## config.mk

```make
export PLATFORM = sky130hd
export DESIGN_NAME = mem_access_unit
export DESIGN_NICKNAME = d
export VERILOG_FILES = /design/src/rtl/mem_access_unit.sv
export SDC_FILE = /design/constraint.sdc
export NUM_CORES = 1
export LEC_CHECK = 0
export ABC_AREA = 1
export BUFFER_PORTS_ARGS = -buffer_cell sky130_fd_sc_hd__buf_4
export CAP_MARGIN = 20
export CORE_UTILIZATION = 48
export CTS_CLUSTER_DIAMETER = 60
export DETAILED_ROUTE_END_ITERATION = 8
export PLACE_DENSITY = 0.82
export SLEW_MARGIN = 0
export SYNTH_ARGS = -nofsm -noshare
export SYNTH_HDL_FRONTEND = slang
export SYNTH_SLANG_ARGS = --single-unit
```

## constraint.sdc

```tcl
create_clock -name clock -period 2.1 [get_ports clock]
set_input_delay 0.105 -clock clock [delete_from_list [all_inputs] [get_ports clock]]
set_output_delay 0.105 -clock clock [all_outputs]
set_load 0.02 [all_outputs]
```

## src/rtl/mem_access_unit.sv

```systemverilog
// MEM-stage load/store unit: one request per op on dmem, load data formatted into mem_memory_data.
// Stalls the pipeline from IDLE until DONE; MEM_ACCESS_WATCHDOG_EN adds a timeout abort.
module mem_access_unit #(
  parameter int CORE           = 0,
  parameter int DATA_WIDTH     = 32,
  parameter int ADDRESS_BITS   = 20,
  parameter int TIMEOUT_CYCLES = 255
) (
  input  logic                    clock,
  input  logic                    reset,
  input  logic                    mem_memRead,
  input  logic                    mem_memWrite,
  input  logic [2:0]              mem_funct3,
  input  logic [DATA_WIDTH-1:0]   mem_ALU_result,
  input  logic [DATA_WIDTH-1:0]   mem_store_data,
  output logic                    dmem_req,
  output logic                    dmem_we,
  output logic [ADDRESS_BITS-1:0] dmem_addr,
  output logic [DATA_WIDTH-1:0]   dmem_wdata,
  output logic [3:0]              dmem_be,
  input  logic                    dmem_ready,
  input  logic                    dmem_rvalid,
  input  logic [DATA_WIDTH-1:0]   dmem_rdata,
  output logic [DATA_WIDTH-1:0]   mem_memory_data,
  output logic                    mem_stall,
  output logic                    mem_access_fault
);

  typedef enum logic [1:0] {IDLE, REQ, WAIT, DONE} state_t;

  state_t                  state, state_nxt;
  logic [1:0]              off;
  logic                    any_op, bad_f3, bad_store, misalign, op_valid, op_fault;
  logic [3:0]              be_new;
  logic [DATA_WIDTH-1:0]   wdata_new;
  logic [2:0]              req_f3;
  logic [1:0]              req_off;
  logic [7:0]              ld_byte;
  logic [15:0]             ld_half;
  logic [DATA_WIDTH-1:0]   ld_fmt;
  logic                    capture, timeout, abort, done_fault;
  logic                    unused_bits;

  assign unused_bits = ^{mem_ALU_result[DATA_WIDTH-1:ADDRESS_BITS+2], CORE[0], TIMEOUT_CYCLES[0]};

  assign off       = mem_ALU_result[1:0];
  assign any_op    = mem_memRead | mem_memWrite;
  assign bad_f3    = (mem_funct3 == 3'b011) || (mem_funct3 == 3'b110) || (mem_funct3 == 3'b111);
  assign bad_store = mem_memWrite & mem_funct3[2];
  assign misalign  = ((mem_funct3[1:0] == 2'b01) && off[0]) ||
                     ((mem_funct3[1:0] == 2'b10) && (off != 2'b00));
  assign op_valid  = (mem_memRead ^ mem_memWrite) & ~bad_f3 & ~bad_store & ~misalign;
  assign op_fault  = any_op & ~op_valid;

  // Stores replicate the lane data so memory only needs the byte enables.
  always_comb begin
    be_new    = 4'b1111;
    wdata_new = mem_store_data;
    case (mem_funct3[1:0])
      2'b00: begin
        be_new    = 4'b0001 << off;
        wdata_new = {4{mem_store_data[7:0]}};
      end
      2'b01: begin
        be_new    = 4'b0011 << off;
        wdata_new = {2{mem_store_data[15:0]}};
      end
      default: ;
    endcase
  end

  always_comb begin
    ld_byte = dmem_rdata[{req_off, 3'b000} +: 8];
    ld_half = req_off[1] ? dmem_rdata[31:16] : dmem_rdata[15:0];
    case (req_f3)
      3'b000:  ld_fmt = {{(DATA_WIDTH-8){ld_byte[7]}}, ld_byte};
      3'b100:  ld_fmt = {{(DATA_WIDTH-8){1'b0}}, ld_byte};
      3'b001:  ld_fmt = {{(DATA_WIDTH-16){ld_half[15]}}, ld_half};
      3'b101:  ld_fmt = {{(DATA_WIDTH-16){1'b0}}, ld_half};
      default: ld_fmt = dmem_rdata;
    endcase
  end

  always_comb begin
    state_nxt = state;
    capture   = 1'b0;
    case (state)
      IDLE: if (op_valid) state_nxt = REQ;
      REQ: begin
        if (dmem_ready) begin
          if (dmem_we) begin
            state_nxt = DONE;
          end else if (dmem_rvalid) begin
            capture   = 1'b1;
            state_nxt = DONE;
          end else begin
            state_nxt = WAIT;
          end
        end else if (timeout) begin
          state_nxt = DONE;
        end
      end
      WAIT: begin
        if (dmem_rvalid) begin
          capture   = 1'b1;
          state_nxt = DONE;
        end else if (timeout) begin
          state_nxt = DONE;
        end
      end
      default: state_nxt = IDLE;
    endcase
  end

`ifdef MEM_ACCESS_WATCHDOG_EN
  localparam logic [7:0] WdLimit = 8'(TIMEOUT_CYCLES - 1);
  logic [7:0] wd_cnt;
  logic       aborted;

  assign timeout    = ((state == REQ) || (state == WAIT)) && (wd_cnt == WdLimit);
  assign abort      = timeout & (((state == REQ) & ~dmem_ready) | ((state == WAIT) & ~dmem_rvalid));
  assign done_fault = aborted & (state == DONE);

  always_ff @(posedge clock) begin
    if (reset) begin
      wd_cnt  <= 8'd0;
      aborted <= 1'b0;
    end else begin
      aborted <= abort;
      if (state == IDLE || state == DONE) wd_cnt <= 8'd0;
      else                                wd_cnt <= wd_cnt + 8'd1;
    end
  end
`else
  assign timeout    = 1'b0;
  assign abort      = 1'b0;
  assign done_fault = 1'b0;
`endif

  always_ff @(posedge clock) begin
    if (reset) begin
      state           <= IDLE;
      dmem_we         <= 1'b0;
      dmem_addr       <= '0;
      dmem_wdata      <= '0;
      dmem_be         <= 4'b0000;
      req_f3          <= 3'b000;
      req_off         <= 2'b00;
      mem_memory_data <= '0;
    end else begin
      state <= state_nxt;
      if (state == IDLE && op_valid) begin
        dmem_we    <= mem_memWrite;
        dmem_addr  <= mem_ALU_result[ADDRESS_BITS+1:2];
        dmem_wdata <= wdata_new;
        dmem_be    <= be_new;
        req_f3     <= mem_funct3;
        req_off    <= off;
      end
      if (capture)    mem_memory_data <= ld_fmt;
      else if (abort) mem_memory_data <= '0;
    end
  end

  assign dmem_req         = (state == REQ);
  assign mem_stall        = ~reset & (((state == IDLE) & op_valid) | (state == REQ) | (state == WAIT));
  assign mem_access_fault = ~reset & (((state == IDLE) & op_fault) | done_fault);

endmodule

```

==> results.cfg <==
[synth]
synthMuxAreaShare_pct = 0
syn_inst = 710
yosys.area.top_type_share_pct = 41.72
synth_area_leaders = dfxtp_1 42%, nand2_1 21%, a21oi_1 9.2%
syn-mean-instance-area_sq_um = 6.489
syn-num-nets = 820
synth.yosys.seq_area_share_pct = 41.72
yosys_warnings = 0
synth-simple-area-share_pct = 33.98
synth_area_leader_cell = dfxtp_1
synth_top_family_by_area = simple AND/OR/NAND/NOR gates
synth-main-ff-cell = dfxtp_1
synth_xor_area_share_pct = 0
synth_area_sq_um = 4607
synth_fa_ha_area_share_pct = 1.358
synth-edff-count = 0
synth-compound-area-share_pct = 14.67
synth-seq-cells = 96
synthArstFlopShare_pct = 0
synth_cell_types = 24

[layout]
stdcell_area_sq_um = 6528
final_cells = 1036
synthToLayoutAreaGrowth_pct = 41.69
diodes = 0
fin_nets = 1012
drive_above_1_share_pct = 25.14

[sta]
timing.final.crit_share_pct = 97.83
max-slew-margin-rel_pct = 68.21
hold_viol_final = 0
clock.fmax_mhz = 486.7
timing.hold.ws_ns = 0.01735
setup_ws_ns = 0.04552
fin_crit_ns = 2.054
finClkSkew_ns = 0.01270
rsz0062_at_grt = true
report.final.slew_viol_count = 0
setup_violations = 0
worst_slew_pin_slew_ns = 0.4751

[route]
drc = 0
antenna_left = 0
wl_per_cell_um = 14.12
via_count = 5433
drtIter0Drc = 257
firstDrtPassIters = 5
vias_per_cell = 5.244
wirelength_mm = 14.63

[floorplanning]
die-area_sq_um = 9994
die_y_um = 99.97
start_util_pct = 49.62
die_x_um = 99.97
pin_count = 197
row_count = 35
design.core.area_sq_um = 9284

[clocking]
h-tree-depth = 3
clkSlewWorstSetupHoldPaths_ns = 0.09
clkSinkCount = 96
clock_latency_ns = 0.37
cts.path.max_buffers = 2
cts-root-buf = clkbuf_8
cts_made_buffers = 9
cts_tree = built

[placement]
portBuffers = 186
dp_hpwl_mm = 10.24
placed_cells = 999
pre_cts_ws_ns = 0.3343
gp_congestion = 0.8833
place_area_sq_um = 6123

[pwr]
power.density_nw_per_um2 = 785.3
p_leak_nw = 3.099
power.total_mw = 5.126
peakVddDrop_mv = 0.5277

[flow_run]
maxCapViolations = 0

[worst_hold_path]
min_path_type = input pin to flop

[grt]
overflow = 0
grt_max_degree = 45
track_usage_pct = 28.69
grt_pass1_wl_mm = 22.79
antenna_found_initial = 0
grt_pass1_vias = 4995

[critical_path]
crit_required_ns = 2.00
crit_path_end_kind = output pin
worstSetupPathType = input pin to output pin
start_kind = input pin
cp.arrival_ns = 1.95
crit_path_max_fanout = 19

[run_status]
status = finished clean
[what timing repair did]
action	4_1_cts	5_1_grt
setup endpoints to repair	0	2
resized for setup	0	0
hold buffers	20	1
setup buffers	0	0
hold endpoints to repair	20	1
[final timing paths]
kind	startpoint	end	slack, ns	cells after the start
worst max-delay path	mem_memWrite	mem_access_fault	0.05	11
worst min-delay path	mem_funct3[2]	req_f3[2]	0.02	3
worst max register to register	state[0]	mem_memory_data[20]	0.30	10
worst min register to register	dmem_wdata[4]	dmem_wdata[4]	0.47	2
[registers in the layout (all words and copies together), names as in the netlist]
register	count
req_f3	3
mem_memory_data	32
req_off	2
state	2
dmem_wdata	32
dmem_addr	20
dmem_be	4
dmem_we	1
[where the power goes]
part / leakage (nW) / switching [mW] / internal, mW
clock: 0.0973 / 0.723 / 0.491
sequential: 0.778 / 0.126 / 2.02
combinational: 2.22 / 1.06 / 0.708
total: 3.10 / 1.91 / 3.22
[layer usage]
| layer | part of all wire [%] | vias up | global-route usage [%] |
|---|---|---|---|
| li1 | - | 2652 | - |
| met1 | 39 | 2469 | 33.13 |
| met2 | 48 | 277 | 51.41 |
| met3 | 9.8 | 35 | 6.825 |
| met4 | 2.7 | 0 | 10.93 |
| met5 | 0 | - | 0 |
[stage by stage]
step | setup TNS (ns) | util, %
2_1_floorplan | 0 | -
3_3_place_gp | 0 | 65.96
3_5_place_dp | 0 | 65.96
4_1_cts | 0 | 70.20
5_1_grt | -0.07353 | 70.31
6_report | 0 | 70.31
[area by class of cell]
cell class	count	area, sq um
fillers	817	2756
multi-input cells	521	2303
flip-flops and latches	96	1922
repair buffers	224	1759
inverters	50	187.7
well taps	129	161.4
clock buffers	10	137.6
clock inverters	6	56.30
[cell usage after synthesis (3+ instances only)]
cell type,count
dfxtp_1,96
ha_1,5
clkbuf_1,24
buf_4,4
nand4_1,19
o211ai_1,3
nor2_1,68
buf_2,14
nand3_1,39
nand2_1,255
inv_1,46
inv_2,4
o21ai_0,30
a21oi_1,85
o21bai_1,5
[worst max-delay path, stage by stage]
cell and delay (ns):
dlygate4sd3_1 0.53, buf_4 0.12, inv_1 0.03, ha_1 0.27
nand2_1 0.08, nor2_2 0.04, buf_4 0.20, nand2_1 0.08
nand2_1 0.12, nor3_1 0.20, buf_4 0.18
[cells by family after synthesis]
group	count (synthesis)
AOI/OAI and AO/OA	129
adders and majority gates	5
buffers and inverters	93
DFF	96
and+or+nand+nor	387
[cell usage in the layout (no fill, tap or decap), types with 2 or more instances in the layout]
master         count
a21boi_0           2
buf_12             2
nand2_1          255
dfxtp_1           96
o211ai_1           3
a21oi_1           85
inv_8              2
o21bai_1           5
nand3_1           39
nor2_1            68
buf_4            201
inv_2              4
clkbuf_8          10
nor3_1             2
inv_1             46
nand4_1           19
ha_1               5
dlygate4sd3_1     21
inv_6              2
o21ai_1            2
nor2_2             2
o21ai_0           30
(Power assumes the default switching activity.)
